`src/rtl/hazard_pkg.sv`:
```
// Shared encodings and defaults for the ID-stage hazard/stall controller.
package hazard_pkg;

  typedef enum logic [1:0] {
    StRun    = 2'd0,
    StStall  = 2'd1,
    StFlushJ = 2'd2
  } state_e;

  localparam int unsigned LuStallDef = 1;
  localparam int unsigned JrStallDef = 2;
  localparam int unsigned StallCntW  = 8;
  localparam logic [4:0]  RegZero    = 5'd0;

endpackage

```
`src/rtl/hazard_detect.sv`:
```
// Pure comparators flagging load-use and jr-operand hazards for the instruction in ID.
module hazard_detect
  import hazard_pkg::*;
(
  input  logic [4:0] id_rs_i,
  input  logic [4:0] id_rt_i,
  input  logic       id_uses_rt_i,
  input  logic       id_jr_i,
  input  logic       ex_mem_read_i,
  input  logic       ex_reg_write_i,
  input  logic [4:0] ex_write_reg_i,
  input  logic       mem_mem_read_i,
  input  logic [4:0] mem_write_reg_i,
  output logic       lu_o,
  output logic       jr_alu_o,
  output logic       jr_load_o
);

  logic ex_dest_valid, mem_dest_valid;

  always_comb begin
    ex_dest_valid  = (ex_write_reg_i != RegZero);
    mem_dest_valid = (mem_write_reg_i != RegZero);

    lu_o      = ex_mem_read_i & ex_dest_valid &
                ((ex_write_reg_i == id_rs_i) | (id_uses_rt_i & (ex_write_reg_i == id_rt_i)));
    // A load in EX is already covered by lu; jr_alu only covers ALU producers.
    jr_alu_o  = id_jr_i & ex_reg_write_i & ~ex_mem_read_i & ex_dest_valid &
                (ex_write_reg_i == id_rs_i);
    jr_load_o = id_jr_i & mem_mem_read_i & mem_dest_valid & (mem_write_reg_i == id_rs_i);
  end

endmodule

```
`src/rtl/hazard_stall_unit.sv`:
```
// Hazard/stall controller beside the ID decoder: stall FSM with bubble down-counter,
// branch/jump flushes and saturating stall/flush performance counters.
module hazard_stall_unit
  import hazard_pkg::*;
#(
  parameter int unsigned CNT_W    = 32,
  parameter int unsigned LU_STALL = LuStallDef,
  parameter int unsigned JR_STALL = JrStallDef
) (
  input  logic             clk,
  input  logic             reset,
  input  logic [4:0]       ID_Rs,
  input  logic [4:0]       ID_Rt,
  input  logic             ID_UsesRt,
  input  logic             ID_Jr,
  input  logic             ID_Jump,
  input  logic             ID_Jal,
  input  logic             EX_MemRead,
  input  logic             EX_RegWrite,
  input  logic [4:0]       EX_WriteReg,
  input  logic             MEM_MemRead,
  input  logic [4:0]       MEM_WriteReg,
  input  logic             EX_BranchTaken,
  output logic             PCWrite,
  output logic             IFID_Write,
  output logic             IFID_Flush,
  output logic             IDEX_Flush,
  output logic [CNT_W-1:0] StallCount,
  output logic [CNT_W-1:0] FlushCount
);

  localparam logic [StallCntW-1:0] LuLen  = StallCntW'(LU_STALL - 1);
  localparam logic [StallCntW-1:0] JrLen  = StallCntW'(JR_STALL - 1);
  localparam logic [StallCntW-1:0] CntOne = StallCntW'(1);

  state_e               state_q, state_d;
  logic [StallCntW-1:0] cnt_q, cnt_d;
  logic [CNT_W-1:0]     stall_cnt_q, stall_cnt_d;
  logic [CNT_W-1:0]     flush_cnt_q, flush_cnt_d;
  logic                 lu, jr_alu, jr_load, hazard;

  hazard_detect u_detect (
    .id_rs_i        (ID_Rs),
    .id_rt_i        (ID_Rt),
    .id_uses_rt_i   (ID_UsesRt),
    .id_jr_i        (ID_Jr),
    .ex_mem_read_i  (EX_MemRead),
    .ex_reg_write_i (EX_RegWrite),
    .ex_write_reg_i (EX_WriteReg),
    .mem_mem_read_i (MEM_MemRead),
    .mem_write_reg_i(MEM_WriteReg),
    .lu_o           (lu),
    .jr_alu_o       (jr_alu),
    .jr_load_o      (jr_load)
  );

  assign hazard = lu | jr_alu | jr_load;

  always_comb begin
    state_d    = state_q;
    cnt_d      = cnt_q;
    PCWrite    = 1'b1;
    IFID_Write = 1'b1;
    IFID_Flush = 1'b0;
    IDEX_Flush = 1'b0;

    case (state_q)
      StStall: begin
        if (EX_BranchTaken) begin
          // Taken branch squashes the stalled instruction, so the bubble train is moot.
          IFID_Flush = 1'b1;
          IDEX_Flush = 1'b1;
          cnt_d      = '0;
          state_d    = StRun;
        end else begin
          PCWrite    = 1'b0;
          IFID_Write = 1'b0;
          IDEX_Flush = 1'b1;
          cnt_d      = cnt_q - CntOne;
          if (cnt_q <= CntOne) state_d = StRun;
        end
      end
      default: begin
        // StFlushJ is never entered and behaves exactly like StRun.
        state_d = StRun;
        if (EX_BranchTaken) begin
          IFID_Flush = 1'b1;
          IDEX_Flush = 1'b1;
        end else if (hazard) begin
          PCWrite    = 1'b0;
          IFID_Write = 1'b0;
          IDEX_Flush = 1'b1;
          cnt_d      = jr_alu ? JrLen : LuLen;
          state_d    = (cnt_d != '0) ? StStall : StRun;
        end else if (ID_Jump | ID_Jal | ID_Jr) begin
          IFID_Flush = 1'b1;
        end
      end
    endcase
  end

  always_comb begin
    stall_cnt_d = stall_cnt_q;
    flush_cnt_d = flush_cnt_q;
    if (!PCWrite && (stall_cnt_q != '1)) stall_cnt_d = stall_cnt_q + 1'b1;
    if ((IFID_Flush | IDEX_Flush) && (flush_cnt_q != '1)) flush_cnt_d = flush_cnt_q + 1'b1;
  end

  always_ff @(posedge clk) begin
    if (reset) begin
      state_q     <= StRun;
      cnt_q       <= '0;
      stall_cnt_q <= '0;
      flush_cnt_q <= '0;
    end else begin
      state_q     <= state_d;
      cnt_q       <= cnt_d;
      stall_cnt_q <= stall_cnt_d;
      flush_cnt_q <= flush_cnt_d;
    end
  end

  assign StallCount = stall_cnt_q;
  assign FlushCount = flush_cnt_q;

endmodule

```
`config.mk`:
```
export PLATFORM = sky130hd
export DESIGN_NAME = hazard_stall_unit
export DESIGN_NICKNAME = d
export VERILOG_FILES = /design/src/rtl/hazard_pkg.sv /design/src/rtl/hazard_detect.sv /design/src/rtl/hazard_stall_unit.sv
export SDC_FILE = /design/constraint.sdc
export NUM_CORES = 1
export LEC_CHECK = 0
export ABC_AREA = 1
export CORE_ASPECT_RATIO = 1.4
export CORE_MARGIN = 2
export CORE_UTILIZATION = 29
export CTS_CLUSTER_SIZE = 28
export DETAILED_ROUTE_END_ITERATION = 8
export GPL_TIMING_DRIVEN = 0
export HOLD_SLACK_MARGIN = 0.06
export PLACE_DENSITY_LB_ADDON = 0.3
export SLEW_MARGIN = 30
export SYNTH_ARGS = -nofsm -noshare
export SYNTH_HDL_FRONTEND = slang
export SYNTH_SLANG_ARGS = --single-unit
```
`constraint.sdc`:
```
create_clock -name clk -period 2.02 [get_ports clk]
set_input_delay 0.202 -clock clk [delete_from_list [all_inputs] [get_ports clk]]
set_output_delay 0.202 -clock clk [all_outputs]
set_load 0.1 [all_outputs]
```
==> results of run 1 <==
## worst max path at each step
stage	from	to	slack (ps)	cells after the start
global route	EX_BranchTaken	FlushCount[1]	-70	8
global placement	MEM_WriteReg[1]	PCWrite	-1270	11
CTS	EX_WriteReg[1]	PCWrite	-100	13
floorplan	FlushCount[1]	FlushCount[1]	10	11
finish	ID_Rt[3]	PCWrite	30	13
detailed placement	MEM_WriteReg[1]	PCWrite	-1320	11
## registers in the layout, indices dropped and copies added, names as in the netlist
name        flops
FlushCount     32
StallCount     32
state_q         1
cnt_q           8
## cells by family after synthesis
logic type               count (synthesis)  synth area share [%]
XOR/XNOR                                51                  8.94
buffers and inverters                  100                  8.44
AO/OA/AOI/OAI                           78                  8.01
adder cells (fa/ha/maj)                  4                  1.00
flip-flops                              73                  29.2
AND/OR/NAND/NOR                        506                  44.4
## cell type report
cell class / instances / area, µm² / area share [%]
buffer: 29 / 171 / 2.54
clock buffer: 13 / 250 / 3.71
clock inverter: 3 / 40.0 / 0.593
inverter: 71 / 267 / 3.95
multi-input combinational: 639 / 3260 / 48.4
sequential: 73 / 1550 / 23.0
tap: 203 / 254 / 3.76
timing repair buffer: 99 / 951 / 14.1
## worst register-to-register path: stages (launching register included)
cell	delay, ps
dfxtp_4	390
ha_4	190
nand3_2	120
nor2_4	160
nand2_2	110
nor3_4	190
nand4_4	140
clkbuf_2	240
nand4_1	140
a21oi_1	70
## through the flow
step                      setup TNS, ps  instances  utilization (%)  power, mW
after floorplan                       0        812                -       1.71
after global placement           -27550       1112             37.6       1.84
after detailed placement         -28660       1112             37.6       1.84
after CTS                         -99.8       1130             39.4       3.48
after global routing               -264       1130             40.1       3.59
final                                 0       1130             40.1       3.45
## repair_timing
action,in CTS,in global routing
setup buffers,2,0
endpoints found under the hold margin,0,0
hold buffers,0,0
gates resized for setup,120,35
setup endpoints to repair,131,68
pin swaps,5,13
cloned,0,0
## power by group
group / total [mW] / switching [mW] / internal, mW
Clock: 1.63 / 0.638 / 0.988
Combinational: 0.363 / 0.242 / 0.122
Sequential: 1.46 / 0.0158 / 1.45
Total: 3.45 / 0.896 / 2.56
## cell usage after synthesis (5+ instances only)
cell type  count
a21oi_1       70
buf_2          7
clkbuf_1      15
dfxtp_1       73
inv_1         69
nand2_1      260
nand3_1       49
nand3b_1       9
nand4_1       40
nor2_1       105
nor2_2         5
nor3_1        22
o21ai_0        5
xnor2_1       19
xor2_1        32
## layer usage
layer | track usage [%] | up-vias | part of all wire (%)
li1 | - | 2854 | -
met1 | 20.4 | 2518 | 40
met2 | 33.1 | 148 | 51
met3 | 2.28 | 48 | 3.1
met4 | 10.5 | 0 | 5.1
met5 | 0 | - | 0
==> results by group, run 1 <==
Status
  – Status: finished, final reports clean

STA
  – Final Hold Viols: 0
  – Final setup viols: 0
  – Worst Tran Pin Value: roughly 1000 ps
  – Clk_skew: between 4 and 5 ps
  – Slew margin rel.: 33.4%
  – Final Worst Setup Slack: around 28 ps
  – Slew Viols, Final: 0
  – Period minus WS final: around 2000 ps
  – Max Freq: roughly 500 MHz
  – Final Cycle Share: a little over nine tenths
  – Hold_ws: 403 ps
  – RSZ-0062 raised after global routing: yes

Drt
  – DRT Wirelength: 16800 µm
  – Initial DRC Count: about 190
  – Routed vias/inst: roughly 5
  – Routed Antenna Nets: 0
  – DRC Markers: 0
  – Detailed-route via count: 5568
  – DR WL/cell: ~15 µm
  – Drt first pass iters: 5

Final layout
  – Final Cell Area: approximately 6700 µm²
  – Share of post-route cells with drive strength above 1: between 10% and 20%
  – Most frequent cells in the layout: 254 x nand2_1, 97 x nor2_1, 69 x dlygate4sd2_1
  – Fill cells: between 1500 and 2000
  – Layout Area Growth over Synthesis: 35.1%
  – # diodes: 0
  – Commonest non-fill, non-tap cell in the layout: nand2_1
  – Final net count: 956

Critical path
  – Worst endpoint data arrival time: between 1500 and 2000 ps
  – Slowest cell on the critical path: clkdlybuf4s50_1
  – CP max FO: 3
  – Reg-to-Reg Start: StallCount[0]
  – Kind of start point of the critical path: primary input
  – Worst R2R Path Depth: 9
  – Worst path most repeated cell: nand2_1
  – Worst Path Required: ~1800 ps
  – Crit path kind: primary input to output port
  – Slowest stage delay, CP: approximately 480 ps
  – Critical path, cell by cell: clkdlybuf4s50_1 -> inv_1 -> nand2_1 -> nand2_1 -> nor2_2 -> nand3_1 -> nand2_1 -> nand2_2 -> nand3_2 -> buf_6 -> nand2_4 -> buf_4 -> buf_12
  – Crit path capture type: output port
  – FF-to-FF setup slack: around 120 ps
  – Worst path bufs/invs: 5
  – FF-to-FF End: StallCount[26]
  – Crit path max-delay family: buffers and inverters

CTS
  – CTS sink cnt: 73
  – CTS Buffer Depth: 2
  – Clk root buf: clkbuf_16
  – TritonCTS clock tree: built
  – Num CTS Buffers: 9
  – CTS clk-pin slew, worst paths: roughly 60 ps
  – H-tree depth: 3
  – Clk_lat worst skew: between 300 and 400 ps

Floorplan
  – Die Y-Extent: about 160 µm
  – Die Span X: about 110 µm
  – Core area: roughly 17000 µm²
  – Top-Level Pins: a little under 100
  – Number of core rows: 56
  – Die ar.: between 15000 and 20000 µm²
  – Initial Util: between 20% and 30%

Synth
  – Mapped Nets: roughly 850
  – Async S/R FF share, synth: 0%
  – Number of synthesized flops with an enable pin: 0
  – Top cell type by total area after synthesis: dfxtp_1
  – Post-synth top area share: about 30%
  – Post-synth top flop: dfxtp_1
  – Count of different cell masters after synthesis: 30
  – Mapped Area: ~5000 µm²
  – Synth area leaders: dfxtp_1 29%, nand2_1 20%, nor2_1 7.9%
  – Post-synthesis instance total: 812
  – Synthesized area per cell: 6.15 µm²
  – Flops & latches, synth: between 70 and 80
  – Register area share after synthesis: 29.2%
  – Ys Warns: 0

Global route
  – Gr usage total: roughly 18%
  – First-pass GRT wire length: 26500 µm
  – Grt ovf: 0
  – Largest net degree at the start of global routing: 12
  – Initial antenna violation count: 0
  – Vias in the first global route: around 5400

Placement
  – Post-detailed-placement half-perimeter wirelength: approximately 13000 µm
  – DP Area: roughly 6300 µm²
  – Dpl ws: -1320 ps
  – Buffers added on ports: between 90 and 100
  – RePlAce Congestion: 0.991

Power
  – Pwr dens: a little over 500 nW/µm²
  – Pleak: 2.95 nW
  – Max VDD drop: around 0.28 mV

Min path
  – Hold path endpoint: state_q[0]
  – Hold Path Origin: ID_Rs[4]
  – Hold Path Depth: 6
  – Hold WC Path Type: primary input to flip-flop

Run
  – Max Cap Viol: 0
Power figures use the tool's default switching activity.
==> inputs of run 2 (changes only) <==
Settings changed: CORE_ASPECT_RATIO 1.4 to unset.
==> run 2 against run 1 <==
Utilization rose by 0.41 points. Clock power barely moved. Power fell by 0.79%. Sequential power barely moved. Critical path type unchanged.
==> results by group, run 2 (same netlist as run 1, synthesis figures left out) <==
Drt
  – Routed vias/inst: 4.83 (-2.0%)
  – Routed Antenna Nets: 0 (unchanged)
  – Detailed-route via count: 5561 (-0.13%)
  – DRT Wirelength: 15700 µm (-6.5%)
  – Initial DRC Count: 376 (+96%)
  – DRC Markers: 0 (unchanged)
  – Drt first pass iters: 6 (+1)
  – DR WL/cell: 13.7 µm (-8.3%)

Critical path
  – Crit path kind: primary input to output port
  – Slowest cell on the critical path: clkdlybuf4s50_1
  – Stages on worst setup path: 13 (unchanged)
  – Worst path bufs/invs: 5 (unchanged)
  – Critical path, cell by cell: clkdlybuf4s50_1 -> inv_1 -> nand2_1 -> nand2_1 -> nor2_1 -> nand3_1 -> nand2_1 -> nand2_2 -> nand3_4 -> buf_8 -> nand2_4 -> buf_4 -> buf_12
  – Worst Path Required: 1820 ps (about the same)
  – Worst R2R Path Depth: 11 (+2)
  – Worst path most repeated cell: nand2_1
  – Slowest stage delay, CP: 490 ps (about the same)
  – Kind of start point of the critical path: primary input
  – Crit path capture type: output port
  – Crit path max-delay family: buffers and inverters
  – CP max FO: 3 (unchanged)
  – Worst endpoint data arrival time: 1740 ps (-50 ps)

Final layout
  – Commonest non-fill, non-tap cell in the layout: nand2_1
  – # diodes: 0 (unchanged)
  – Most frequent cells in the layout: 256 x nand2_1, 102 x nor2_1, 73 x dlygate4sd2_1
  – Share of post-route cells with drive strength above 1: 15.8% (-0.30 points)
  – Final Cell Area: 6770 µm² (+0.33%)
  – Layout Area Growth over Synthesis: 35.5%
  – Final net count: 961 (+0.52%)
  – Non-Filler Instances: 1152 (+1.9%)

Placement
  – Post-detailed-placement half-perimeter wirelength: 12100 µm (-6.8%)
  – RePlAce Congestion: 0.915 (-7.7%)
  – Inst Count DP: 1129 (+1.5%)
  – DP Area: 6350 µm² (+0.34%)
  – Buffers added on ports: 97 (unchanged)

Floorplan
  – Number of core rows: 47 (-16%)
  – Core area: 16700 µm² (-0.68%)
  – Die Y-Extent: 135 µm (-15%)
  – Die Span X: 135 µm (+18%)
  – Initial Util: 29.9% (+0.20 points)
  – Top-Level Pins: 98 (unchanged)
  – Die ar.: 18300 µm² (about the same)

STA
  – Final setup viols: 0 (unchanged)
  – Slew margin rel.: 33.8% (+0.37 points)
  – Hold_ws: 465 ps (+62.3 ps)
  – Worst Tran Pin Value: 997 ps (-5.61 ps)
  – Final Cycle Share: 96.3% (-2.3 points)
  – Final Hold Viols: 0 (unchanged)
  – Slew Viols, Final: 0 (unchanged)
  – RSZ-0062 raised after global routing: yes
  – Period minus WS final: 1950 ps (-46.5 ps)
  – Clk_skew: 8.79 ps (+3.85 ps)
  – Max Freq: 514 MHz (+2.4%)

Global route
  – Grt ovf: 0 (unchanged)
  – Initial antenna violation count: 0 (unchanged)
  – Gr usage total: 17.5% (-0.89 points)
  – Vias in the first global route: 5176 (-3.4%)
  – Largest net degree at the start of global routing: 13 (+1)
  – First-pass GRT wire length: 25700 µm (-3.1%)

CTS
  – CTS sink cnt: 73 (unchanged)
  – CTS Buffer Depth: 2 (unchanged)
  – CTS clk-pin slew, worst paths: 60 ps (about the same)
  – H-tree depth: 3 (unchanged)
  – Clk_lat worst skew: 340 ps (about the same)
  – Clk root buf: clkbuf_16
  – TritonCTS clock tree: built
  – Num CTS Buffers: 9 (unchanged)

Run
  – Max Cap Viol: 0 (unchanged)

Power
  – Pleak: 2.90 nW (-1.6%)
  – Pwr dens: 506 nW/µm² (-1.1%)
  – Overall Power: 3.42 mW (-0.79%)
  – Max VDD drop: 0.366 mV (+31%)

Status
  – Status: finished, final reports clean

Min path
  – Hold WC Path Type: primary input to flip-flop
  – Hold Path Depth: 7 (+1)
run 2: cell count changes in the layout (fill, tap and decap cells not counted), sizes merged:
cell,delta
dlygate4sd2,+4
clkinv,+2
dlymetal6s2s,-7
clkdlybuf4s50,+3
clkbuf,-3
buf,+7
bufinv,-1
run 2: metrics by stage:
stage	TNS, ps	util [%]	setup slack (ps)
after floorplan	0	-	14.5
after global placement	-22360	38.0	-1220
after detailed placement	-22720	38.0	-1250
after CTS	-23.0	39.9	-23.0
after global routing	-26.8	40.5	-26.8
final	0	40.5	74.2
run 2: worst min-delay path: stages:
cell            delay (ps)
dlymetal6s2s_1         150
nand2_1                 90
nor2_1                  40
nand2_1                 50
inv_1                   50
nand3_1                100
a211oi_1                70
run 2: final cells by class:
type                    instances  area [µm²]
clock inverters                 4        23.8
fillers                      1821        9930
flip-flops and latches         73        1550
plain buffers                  29         173
repair buffers                104         966
multi-input cells             639        3240
well taps                     220         275
clock buffers                  12         278
inverters                      71         267
run 2: path summary, 6_finish.rpt:
path              slack [ps]        endpoint      startpoint
setup / recovery          70         PCWrite        ID_Rt[1]
hold / removal           460      state_q[0]           ID_Jr
setup reg to reg         150   FlushCount[1]   FlushCount[0]
hold reg to reg          480  StallCount[31]  StallCount[31]
run 2: power by group:
part	leakage [nW]	internal [mW]	switching, mW
clock	0.153	0.969	0.635
combinational	2.13	0.120	0.236
sequential	0.622	1.45	0.0173
total	2.90	2.54	0.888
run 2: repair_timing:
item | CTS | global route
pin swaps | 4 | 6
buffers inserted | 2 | 5
cloned | 0 | 0
gates resized for setup | 123 | 24
hold endpoints to repair | 0 | 0
setup endpoints to repair | 129 | 68
hold buffers | 0 | 0
run 2: layer usage:
metal | share of wire [%] | GRT usage, % | up-vias
met5 | 0 | 0 | -
li1 | - | - | 2861
met3 | 5.0 | 3.67 | 17
met4 | 1.5 | 5.50 | 0
met2 | 48 | 29.2 | 133
met1 | 46 | 22.7 | 2550
==> inputs of run 3 (changes only) <==
Settings changed: CORE_UTILIZATION 29 to 35.
==> run 3 against run 2 <==
Via count fell by 0.81%. Clock-buffer cell count fell by 1. Sequential share of layout area rose by 0.24 points. Power fell by 1.0%. Combinational power shrank 1%. Critical path type unchanged.
==> results by group, run 3 (same netlist as run 1, synthesis figures left out) <==
Status
  – Status: finished, final reports clean

Global route
  – First-pass GRT wire length: 24900 µm (-3.1%)
  – Largest net degree at the start of global routing: 13 (unchanged)
  – Gr usage total: 20.6% (+3.1 points)
  – Vias in the first global route: 4966 (-4.1%)
  – Initial antenna violation count: 0 (unchanged)
  – Grt ovf: 0 (unchanged)

Floorplan
  – Die Span X: 123 µm (-8.7%)
  – Initial Util: 35.9% (+5.9 points)
  – Die ar.: 15200 µm² (-17%)
  – Die Y-Extent: 123 µm (-8.7%)
  – Core area: 13900 µm² (-17%)
  – Top-Level Pins: 98 (unchanged)
  – Number of core rows: 43 (-8.5%)

STA
  – Setup tns final: 0 ps (unchanged)
  – Max Freq: 518 MHz (+0.77%)
  – Slew margin rel.: 32.4% (-1.4 points)
  – Clk_skew: 10.9 ps (+2.06 ps)
  – Final setup viols: 0 (unchanged)
  – Final Hold Viols: 0 (unchanged)
  – Worst Tran Pin Value: 1020 ps (+20.7 ps)
  – Hold_ws: 417 ps (-47.7 ps)
  – Final Cycle Share: 95.6% (-0.74 points)
  – Period minus WS final: 1930 ps (-14.8 ps)
  – Slew Viols, Final: 0 (unchanged)
  – Final Worst Setup Slack: 89.0 ps (+14.8 ps)

CTS
  – TritonCTS clock tree: built
  – CTS Buffer Depth: 2 (unchanged)
  – Num CTS Buffers: 9 (unchanged)
  – CTS clk-pin slew, worst paths: 50 ps (about the same)
  – Cts-stage hold buffer count: 0 (unchanged)
  – Clk_lat worst skew: 340 ps (about the same)
  – H-tree depth: 3 (unchanged)
  – CTS sink cnt: 73 (unchanged)
  – Clk root buf: clkbuf_16

Placement
  – Dpl ws: -1280 ps (-32.5 ps)
  – Buffers added on ports: 97 (unchanged)
  – Post-detailed-placement half-perimeter wirelength: 11900 µm (-2.3%)
  – Inst Count DP: 1089 (-3.5%)
  – DP Area: 6300 µm² (-0.79%)
  – RePlAce Congestion: 0.960 (+4.9%)

Power
  – Overall Power: 3.39 mW (-1.0%)
  – Max VDD drop: 0.415 mV (+13%)
  – Pleak: 2.92 nW (+0.73%)
  – Net Sw Frac: 25.6% (-0.32 points)
  – Clock share of power: 46.5% (-0.3 points)
  – Flop pwr share: 43.2% (+0.4 points)
  – Net Switching: 0.868 mW (-2.3%)
  – Internal power: 2.52 mW (-0.62%)
  – Pwr dens: 506 nW/µm² (about the same)
  – Power share of the combinational group: 10.3% (about the same)

Final layout
  – Layout Area Growth over Synthesis: 34.1%
  – Commonest non-fill, non-tap cell in the layout: nand2_1
  – # diodes: 0 (unchanged)
  – Final Core Density: 48.1% (+7.5 points)
  – Most frequent cells in the layout: 255 x nand2_1, 102 x nor2_1, 70 x dlygate4sd2_1
  – Final net count: 960 (-0.10%)
  – Final Cell Area: 6700 µm² (-1.0%)
  – Non-Filler Instances: 1111 (-3.6%)
  – Share of post-route cells with drive strength above 1: 15.5% (-0.31 points)

Critical path
  – Worst Path Required: 1820 ps (about the same)
  – Reg-to-Reg Start: FlushCount[0]
  – Worst endpoint data arrival time: 1730 ps (about the same)
  – Slowest cell on the critical path: clkdlybuf4s50_1
  – CP startpoint: MEM_WriteReg[3]
  – Crit path kind: primary input to output port
  – CP max FO: 4 (+1)
  – Crit path capture type: output port
  – Kind of start point of the critical path: primary input
  – Critical path, cell by cell: clkdlybuf4s50_1 -> inv_1 -> nand2_1 -> nand2_1 -> nor2_1 -> nand3_1 -> nor2_1 -> nor2_2 -> nand3_4 -> nand2_4 -> buf_4 -> buf_12
  – Slowest stage delay, CP: 470 ps (-20 ps)

Drt
  – Detailed-route via count: 5516 (-0.81%)
  – DR WL/cell: 13.8 µm (+0.88%)
  – Routed Antenna Nets: 0 (unchanged)
  – Drt first pass iters: 7 (+1)
  – DRC Markers: 0 (unchanged)
  – Routed vias/inst: 4.96 (+2.9%)
  – Initial DRC Count: 386 (+2.7%)
  – DRT Wirelength: 15300 µm (-2.7%)

Min path
  – Hold Path Origin: ID_Rs[4]
  – Hold WC Path Type: primary input to flip-flop

Run
  – Max Cap Viol: 0 (unchanged)
-- run 3: cell count changes in the layout (fill, tap and decap cells not counted), sizes merged --
cell / change
buf: -3
bufinv: +1
clkdlybuf4s50: +1
inv: +1
dlygate4sd2: -3
dlymetal6s2s: +2
clkbuf: +1
clkinv: -1
-- run 3: area by class of cell --
class                           count  area (µm²)
Fill cell                        1462        7230
Multi-Input combinational cell    639        3240
Sequential cell                    73        1550
Timing Repair Buffer              104         975
Inverter                           71         267
Clock buffer                       11         233
Tap cell                          180         225
Buffer                             28         160
Clock inverter                      5        55.1
-- run 3: per-layer routing --
layer / GRT usage, % / vias to the layer above / part of all wire [%] / wire length (µm)
li1: - / 2865 / - / -
met1: 28.1 / 2485 / 47 / 7230
met2: 32.5 / 141 / 45 / 6960
met3: 4.29 / 25 / 5.1 / 775
met4: 6.75 / 0 / 2.2 / 337
met5: 0 / - / 0 / 0
-- run 3: worst paths after layout --
check                                       to  slack, ps  cells after the start
worst max-delay path                   PCWrite         90                     12
worst min-delay path                state_q[0]        420                      6
worst max register to register   FlushCount[0]        150                     11
worst min register to register  StallCount[26]        490                      2
-- run 3: worst max-delay path: cells and delay by family --
kind	cells	cell delay (ps)
simple gates	8	700
buf+inv	4	820
-- run 3: power by group through the flow --
stage | Clock (mW) | Combinational, mW | Sequential, mW
2_1_floorplan | 0 | 0.165 | 1.54
3_3_place_gp | 0 | 0.345 | 1.49
3_5_place_dp | 0 | 0.348 | 1.49
4_1_cts | 1.62 | 0.354 | 1.46
5_1_grt | 1.68 | 0.383 | 1.46
6_report | 1.58 | 0.351 | 1.46
-- run 3: timing repair --
action                                  4_1_cts  5_1_grt
endpoints found under the setup margin      131       67
endpoints found under the hold margin         0        0
setup buffers                                 2        5
resized for setup                           122       21
pin swaps                                     4       11
